<file path="src/rtl/servo_sequencer.sv">
// servo_sequencer: four-channel servo PWM generator with per-frame slew limiting of pulse widths.
// Ports: clk, rst (async active-high); cmd_valid/cmd_ready/cmd_ch/cmd_width set a channel target;
//        pwm_out[3:0] servo pulses; frame_start one-cycle frame marker; busy while any channel slews.
module servo_sequencer #(
  parameter int FRAME_TICKS  = 240000,
  parameter int MIN_WIDTH    = 6000,
  parameter int MAX_WIDTH    = 28800,
  parameter int CENTER_WIDTH = 17400,
  parameter int STEP         = 1200
) (
  input  logic        clk,
  input  logic        rst,
  input  logic        cmd_valid,
  output logic        cmd_ready,
  input  logic [1:0]  cmd_ch,
  input  logic [15:0] cmd_width,
  output logic [3:0]  pwm_out,
  output logic        frame_start,
  output logic        busy
);

  localparam int CW = $clog2(FRAME_TICKS);
  // Common width for comparing the frame counter against a 16-bit pulse width.
  localparam int XW = (CW > 16) ? CW : 16;

  localparam logic [CW-1:0]      LAST_CNT = CW'(FRAME_TICKS - 1);
  localparam logic [CW-1:0]      UPD_CNT  = CW'(FRAME_TICKS - 5);
  localparam logic [15:0]        MIN_W    = 16'(MIN_WIDTH);
  localparam logic [15:0]        MAX_W    = 16'(MAX_WIDTH);
  localparam logic [15:0]        CENTER_W = 16'(CENTER_WIDTH);
  localparam logic [15:0]        STEP_W   = 16'(STEP);
  localparam logic signed [16:0] STEP_S   = 17'(STEP);

  typedef enum logic [1:0] {IDLE, RUN, UPDATE} state_t;

  state_t             state, state_nxt;
  logic [CW-1:0]      frame_cnt;
  logic [1:0]         ch_idx;
  logic [15:0]        cur    [4];
  logic [15:0]        target [4];
  logic [15:0]        cmd_clamped;
  logic [15:0]        cur_sel, tgt_sel, cur_step;
  logic signed [16:0] delta;
  logic               cmd_fire;

  assign cmd_ready = (state == RUN);
  assign cmd_fire  = cmd_valid && cmd_ready;

  // Next-state logic. UPDATE is entered so that its four channel steps land on
  // the last four counts of the frame, returning to RUN exactly as the counter wraps.
  always_comb begin
    state_nxt = state;
    case (state)
      IDLE:    state_nxt = RUN;
      RUN:     if (frame_cnt == UPD_CNT) state_nxt = UPDATE;
      UPDATE:  if (ch_idx == 2'd3) state_nxt = RUN;
      default: state_nxt = IDLE;
    endcase
  end

  always_ff @(posedge clk or posedge rst) begin
    if (rst) state <= IDLE;
    else     state <= state_nxt;
  end

  // Command width clamp into the legal servo range.
  always_comb begin
    cmd_clamped = cmd_width;
    if (cmd_width < MIN_W)      cmd_clamped = MIN_W;
    else if (cmd_width > MAX_W) cmd_clamped = MAX_W;
  end

  // Slew step for the channel under update; 17-bit signed difference cannot wrap.
  always_comb begin
    cur_sel  = cur[ch_idx];
    tgt_sel  = target[ch_idx];
    delta    = $signed({1'b0, tgt_sel}) - $signed({1'b0, cur_sel});
    cur_step = tgt_sel;
    if (delta > STEP_S)       cur_step = cur_sel + STEP_W;
    else if (delta < -STEP_S) cur_step = cur_sel - STEP_W;
  end

  // Frame counter and registered outputs.
  always_ff @(posedge clk or posedge rst) begin
    if (rst) begin
      frame_cnt   <= '0;
      frame_start <= 1'b0;
      pwm_out     <= '0;
    end else begin
      frame_cnt   <= (frame_cnt == LAST_CNT) ? '0 : frame_cnt + CW'(1);
      frame_start <= (frame_cnt == '0);
      for (int i = 0; i < 4; i++) begin
        pwm_out[i] <= (XW'(frame_cnt) < XW'(cur[i]));
      end
    end
  end

  // Channel state: targets move only in RUN, current widths only in UPDATE,
  // and widths change only while every pulse is already low.
  always_ff @(posedge clk or posedge rst) begin
    if (rst) begin
      ch_idx <= '0;
      for (int i = 0; i < 4; i++) begin
        cur[i]    <= CENTER_W;
        target[i] <= CENTER_W;
      end
    end else begin
      if (state == UPDATE) begin
        cur[ch_idx] <= cur_step;
        ch_idx      <= ch_idx + 2'd1;
      end else begin
        ch_idx <= 2'd0;
      end
      if (cmd_fire) target[cmd_ch] <= cmd_clamped;
    end
  end

  always_comb begin
    busy = 1'b0;
    for (int i = 0; i < 4; i++) begin
      if (cur[i] != target[i]) busy = 1'b1;
    end
  end

endmodule
</file>
<file path="config.mk">
export PLATFORM = sky130hd
export DESIGN_NAME = servo_sequencer
export DESIGN_NICKNAME = d
export VERILOG_FILES = /design/src/rtl/servo_sequencer.sv
export SDC_FILE = /design/constraint.sdc
export NUM_CORES = 1
export LEC_CHECK = 0
export BUFFER_PORTS_ARGS = -buffer_cell sky130_fd_sc_hd__buf_2
export CAP_MARGIN = 20
export CORE_MARGIN = 2
export CORE_UTILIZATION = 60
export DETAILED_ROUTE_END_ITERATION = 10
export GPL_ROUTABILITY_DRIVEN = 0
export PLACE_DENSITY_LB_ADDON = 0.25
export SLEW_MARGIN = 20
export SYNTH_ARGS = -nofsm -noshare
export SYNTH_HDL_FRONTEND = slang
export SYNTH_SLANG_ARGS = --single-unit
</file>
<file path="constraint.sdc">
create_clock -name clk -period 5.9 [get_ports clk]
set_input_delay 0.295 -clock clk [delete_from_list [all_inputs] [get_ports clk]]
set_output_delay 0.295 -clock clk [all_outputs]
set_load 0.05 [all_outputs]
</file>
# Word level (Yosys, flattened, before mapping)
# Index checks and enable logic that the tools add are counted.
# classes
add_sub_neg	5
multipliers	0
n_div	0
order_cmp	12
n_eq_ne	11
shift	0
n_mux	25
n_bitwise	2
n_reduce_logical	6
# ops
op	n
$mux 16	10
$bwmux 64	2
$lt 18x16->1	4
$bmux 16 s2	2
$demux 16 s2	2
$ne 16x16->1	4
$eq 18x18->1 const B	2
$add 18x1->18 const B	1
$logic_not 18->1	1
$mux 18	1
$gt 17x12->1 const B	1
$lt 17x12->1 const B	1
$sub 16x16->17	1
$add 16x11->16 const B	1
$gt 16x15->1 const B	1
$lt 16x13->1 const B	1
$sub 16x11->16 const B	1
$ge 3x3->1 const B	2
$lt 3x1->1 const B	2
$mux 2	3
$not 2->3	2
$pmux 2 s3	1
$eq 2x2->1 const B	2
$mux 1	4
7 further kinds	9
# word_totals
ff_bits	155
latch_bits	0
mem_bits_rw	0
mem_bits_ro	0
in_bits	21
out_inout_bits	7
memories	0

# Depth between registers and ports, before layout
# logic_depth
depth_word	9
depth_mapped	18

# Least setup slack after synthesis
# Ideal clock, no wire load.
# synth_path
kind	reg-to-reg
startpoint	register ch_idx[1]
endpoint	register cur[21] (netlist bit)
setup_time_ps	86
arrival_ps	4769
required_ps	5814
path_slack_ps	1045
stages_incl_launch_ff	18
path_buffers	5
synth_period_minus_slack_ps	4855
path_cell_list	dfrtp_1 > clkbuf_1 > buf_2 > buf_1 > clkbuf_1 > mux4_2 > ha_1 > fa_1 > nor2b_2 > o31ai_2 > o41a_1 > a21o_1 > a22oi_1 > o2111a_2 > a21oi_2 > buf_2 > mux2_4 > o31ai_2
# synth_between
elab_chain_len	9
elab_cells_between_ends	20
cone_classes	add/sub (3); order compare (4); mux (11); bitwise (1); reduce/logical (1)
# synth_lines
item	line	text
from (decl)	38	logic [1:0] ch_idx;
from (signal assigned)	110	ch_idx <= ch_idx + 2'd1;
$not 2->3 (not written as such) *	75, 76, 109	
$bmux 16 s2, on equally long branches	76, 75	
$mux 16, on equally long branches (2 in series)	76, 75	
$sub 16x16->17	77	delta = $signed({1'b0, tgt_sel}) - $signed({1'b0, cur_sel});
$lt 17x12->1	80	else if (delta < -STEP_S) cur_step = cur_sel - STEP_W;
$mux 16	80	
$mux 16	79	if (delta > STEP_S) cur_step = cur_sel + STEP_W;
$bwmux 64 *	109	cur[ch_idx] <= cur_step;
to (signal, indexed assignment)	109	
to (decl)	39	logic [15:0] cur [4];
# Every way passes the cells marked *; elsewhere a longest branch is shown, timed or not. The select of a mux whose other input is x is not followed.
# A chain may end at the register's enable or synchronous reset.

# Worst setup path in the final report
# layout_path
startpoint	register ch_idx[0]
endpoint	register cur[54] (netlist bit)
# The elaborated chain is that of the path after synthesis.

==> results by stage <==
Worst setup path:
- The launching point of the worst reg2reg path is ch_idx[0].
- The required time at the endpoint of the critical path is 6.23 ns.
- Of all nets on the critical path, the largest fanout is 24.
- The number of cells on the worst reg-to-reg path is 13.
- The worst setup path is launched from a register.
- The end point of the critical path is cur[54].
- In this run the register-to-register setup slack is 0.77 ns.
- The capturing point of the worst reg2reg path is cur[54].
- In this run the worst setup path begins at ch_idx[0].
- The classification of the worst setup path is register to register.
- The type of destination of the critical path is a register.
- Data arrives at the worst endpoint at 5.46 ns.

STA:
- At the pin with the least slew margin, the transition time is 1.07 ns.
- The number of failing setup endpoints in the final timing report is 0.
- The final worst-path setup slack is 0.770 ns.
- In this run the tightest slew margin relative to its limit is 0.284.
- Setup repair after global routing left no endpoint under its margin.
- Setup total negative slack on the finished layout was measured at 0 ns.
- The number of pins with negative max-slew slack in the final report was 0.
- The number of endpoints with negative hold slack in the final report is 0.
- Dividing the final minimum period by the clock period gives 0.869.
- Subtracting the final worst setup slack from the clock period gives 5.13 ns.
- The peak clock frequency supported by timing is 195 MHz.
- Between clock sinks in the finished design, the worst skew comes to 0.00908 ns.

Clocking:
- TritonCTS built the clock tree.
- No sink is reached through more buffers than the 2 on the longest clock path.
- The later-pin clock latency in the skew report is 0.44 ns.
- The number of setup buffers added after CTS is 0.
- The clock input transition at the sequential cells of the worst setup and hold paths is 0.07 ns.
- Clock tree synthesis found a total of 155 sinks.
- The H-tree generated during clock tree synthesis spans 4 levels.
- The clock tree root driver cell is sky130_fd_sc_hd__clkbuf_16.
- The number of gates resized after cts is 0.
- The number of buffers added by the clock tree synthesis step is 17.
- Hold repair after CTS inserted 0 buffers.

Yosys:
- Of the total synthesized cell area, the portion taken by full adders, half adders and majority gates is 0.0989.
- The combinational family with the most area after synthesis is compound AO/OA/AOI/OAI gates.
- Counting instances in the post-synthesis netlist gives the leading cell types as 169 x sky130_fd_sc_hd__nand2_1, 116 x sky130_fd_sc_hd__o21ai_0, 94 x sky130_fd_sc_hd__xnor2_1, 92 x sky130_fd_sc_hd__inv_1, 91 x sky130_fd_sc_hd__dfrtp_1.
- The most instantiated library cell after synthesis is sky130_fd_sc_hd__nand2_1.
- sky130_fd_sc_hd__dfrtp_1 takes more of the synthesized area than any other cell.
- The netlist uses 75 different library cells.
- The average cell area after synthesis is 9.36 µm².
- The number of enable-type register cells in the synthesized netlist is 0.
- After synthesis the cells add up to 10800 µm².
- Of the total synthesized cell area, the portion taken by XOR and XNOR cells is 0.0850.
- The async set-or-reset flop fraction in the synthesized netlist is 1.00.
- The post-synthesis simple-gate area fraction is 0.140.
- The most common flop cell mapped by yosys is sky130_fd_sc_hd__dfrtp_1.
- The flip-flop and latch count after synthesis is 155.
- The number of nets in the synthesized netlist is 1262.
- The area share of the largest cell type after synthesis is 0.210.
- The portion of synthesized area spent on multiplexers is 0.0777.
- The complex-gate fraction of the synthesized area was 0.182.
- The share of the Yosys chip area taken by registers is 0.366.
- In the synthesized netlist, the number of instances is 1156.
- During synthesis, Yosys emitted a total of 0 warnings.
- Yosys attributes the largest share of cell area to sky130_fd_sc_hd__dfrtp_1 21%, sky130_fd_sc_hd__dfstp_2 16%, sky130_fd_sc_hd__ha_1 9.7%.

Power and ir drop:
- The share of total power in sequential cells is 0.408.
- In this run the power density over the cells is 258 nW/µm².
- The switching power summed over all nets is 1030 µW.
- The fraction of power spent switching nets is 0.342.
- In this run the static leakage power is 0.00469 µW.
- The maximum resistive drop on vdd is 0.218 mV.
- Of the total power, combinational logic draws 0.244.
- The internal power contribution is 1990 µW.
- Of the total power, the clock network draws 0.348.

Die:
- The die is 138 µm tall.
- In this run the count of I/O pins placed on the die edge is 28.
- The die footprint is 19100 µm².
- The initial core utilization is 0.607.
- The placement row count is 49.
- After floorplanning, the core was sized to cover 17800 µm².
- The horizontal die dimension is 138 µm.

Global routing:
- The number of antenna violations at the first check in global routing is 0.
- For this run, global-route usage on met3 was measured as 0.0710.
- The number of global-route vias before repair was 8759.
- Global routing finished with a remaining overflow of 0.
- For this run, global-route usage on met1 was measured as 0.417.
- The global-route met2 utilization is 0.519.
- The maximum number of pins on one net before global-route repair is 98.
- After global routing, the most crowded layer is met2.
- Across every metal layer, demand over resource in global routing totals 0.316.
- The wire length of the first global-routing pass is 47700 µm.

Hold path:
- The class of the most critical hold timing path is primary input to asynchronous set/reset pin.

Cells and area:
- The area growth from synthesis to layout is 8.10%.
- The net count reported at finish is 1270.
- At the end of the flow the core is filled with cells to 0.656.
- The total inserted antenna cells is 0.
- Of the cells placed in the final design, the portion with a size suffix greater than 1 is 0.170.

Outcome:
- The flow ran to the end, and the final reports show no timing, DRC or antenna violations.

Flow run:
- The number of max-cap violations is 0.

Drt:
- The detailed-routing iteration count for the pre-antenna-repair pass is 5.
- The average via count per standard cell is 6.36.
- The post-detailed-routing wire length is 29500 µm.
- Summing over every cut layer, the via total after detailed routing is 8938.
- After detailed routing, the number of remaining DRC violations is 0.
- The detail route stage leaves a number of antenna-violating nets equal to 0.
- For this block, the initial DRC count from the detailed router was 807.
- After detailed routing, the average wire length per cell comes to 21.0 µm.

Placement:
- The number of port buffers is 27.
- The wire-length estimate of the detail-placed layout is 22500 µm.
- The placement-stage worst setup slack is 0.857 ns.
[power by group through the flow]
stage                     sequential, µW  combinational (µW)  clock, µW
after floorplan                     1210                 560          0
after global placement              1240                 703          0
after detailed placement            1250                 713          0
after CTS                           1230                 720       1060
after global routing                1230                 806       1100
final                               1230                 739       1050
[stage by stage]
stage | instances | power [µW] | hold slack, ns | area [µm²]
after floorplan | 1156 | 1770 | 0.412 | 10800
after global placement | 1374 | 1950 | 0.487 | 11100
after global routing | 1406 | 3140 | 0.132 | 11700
after CTS | 1406 | 3010 | 0.0689 | 11700
final | 1406 | 3020 | 0.0448 | 11700
after detailed placement | 1374 | 1960 | 0.490 | 11100
[critical path, cell delays in order (launching register included)]
cell and delay [ns]:
sky130_fd_sc_hd__dfrtp_2 0.82, sky130_fd_sc_hd__buf_4 0.30, sky130_fd_sc_hd__mux4_2 0.56, sky130_fd_sc_hd__ha_1 0.48, sky130_fd_sc_hd__nand2_1 0.14, sky130_fd_sc_hd__o21a_1 0.22
sky130_fd_sc_hd__a21oi_2 0.28, sky130_fd_sc_hd__xnor2_1 0.19, sky130_fd_sc_hd__a2bb2oi_1 0.17, sky130_fd_sc_hd__o221ai_1 0.23, sky130_fd_sc_hd__a21oi_2 0.68, sky130_fd_sc_hd__nor2_4 0.19
sky130_fd_sc_hd__a221oi_2 0.54, sky130_fd_sc_hd__o21ai_0 0.19
[layer usage]
layer | wire (µm) | share of wire | vias to the layer above
li1 | - | - | 4131
met1 | 12200 | 0.41 | 4342
met2 | 14100 | 0.48 | 380
met3 | 2290 | 0.077 | 85
met4 | 961 | 0.033 | 0
met5 | 0 | 0 | -
[cell type report]
class                      count  area [µm²]
clock buffer                  17         425
clock inverter                15         154
fill                        1408        6140
inverter                      92         350
multi-input combinational    862        6320
sequential                   155        3960
tap                          229         287
timing repair buffer          36         203
[registers in the layout, indices dropped and copies added (netlist names)]
signal       count
target          64
frame_cnt       18
frame_start      1
pwm_out          4
state            2
ch_idx           2
cur             64
[cells in the final DEF (no fill, tap or decap), drive strengths merged, types with 16 or more instances in the layout]
cell / count
a21oi: 44
ha: 84
nand4: 25
inv: 100
mux4: 32
nand3: 16
a21o: 36
xnor2: 94
o21ai: 140
nand2: 169
dfrtp: 91
buf: 36
nor2: 37
clkbuf: 17
dfstp: 64
[worst min path at each step]
stage	slack [ns]	startpoint	depth (start not counted)	end
2_1_floorplan	0.41	cmd_ch[1]	3	target[55]
3_3_place_gp	0.49	target[9]	2	target[9]
3_5_place_dp	0.49	target[9]	2	target[9]
4_1_cts	0.07	rst	2	frame_cnt[5]
5_1_grt	0.13	rst	2	frame_cnt[7]
6_report	0.04	rst	2	frame_cnt[5]
[logic make-up after synthesis]
| logic type | after synthesis |
|---|---|
| adder cells (fa/ha/maj) | 85 |
| buffers and inverters | 139 |
| AND/OR/NAND/NOR | 322 |
| AO/OA/AOI/OAI | 307 |
| flip-flops | 155 |
| XOR/XNOR | 105 |
| multiplexers | 43 |
No activity file was read; power rests on OpenSTA's default activity.
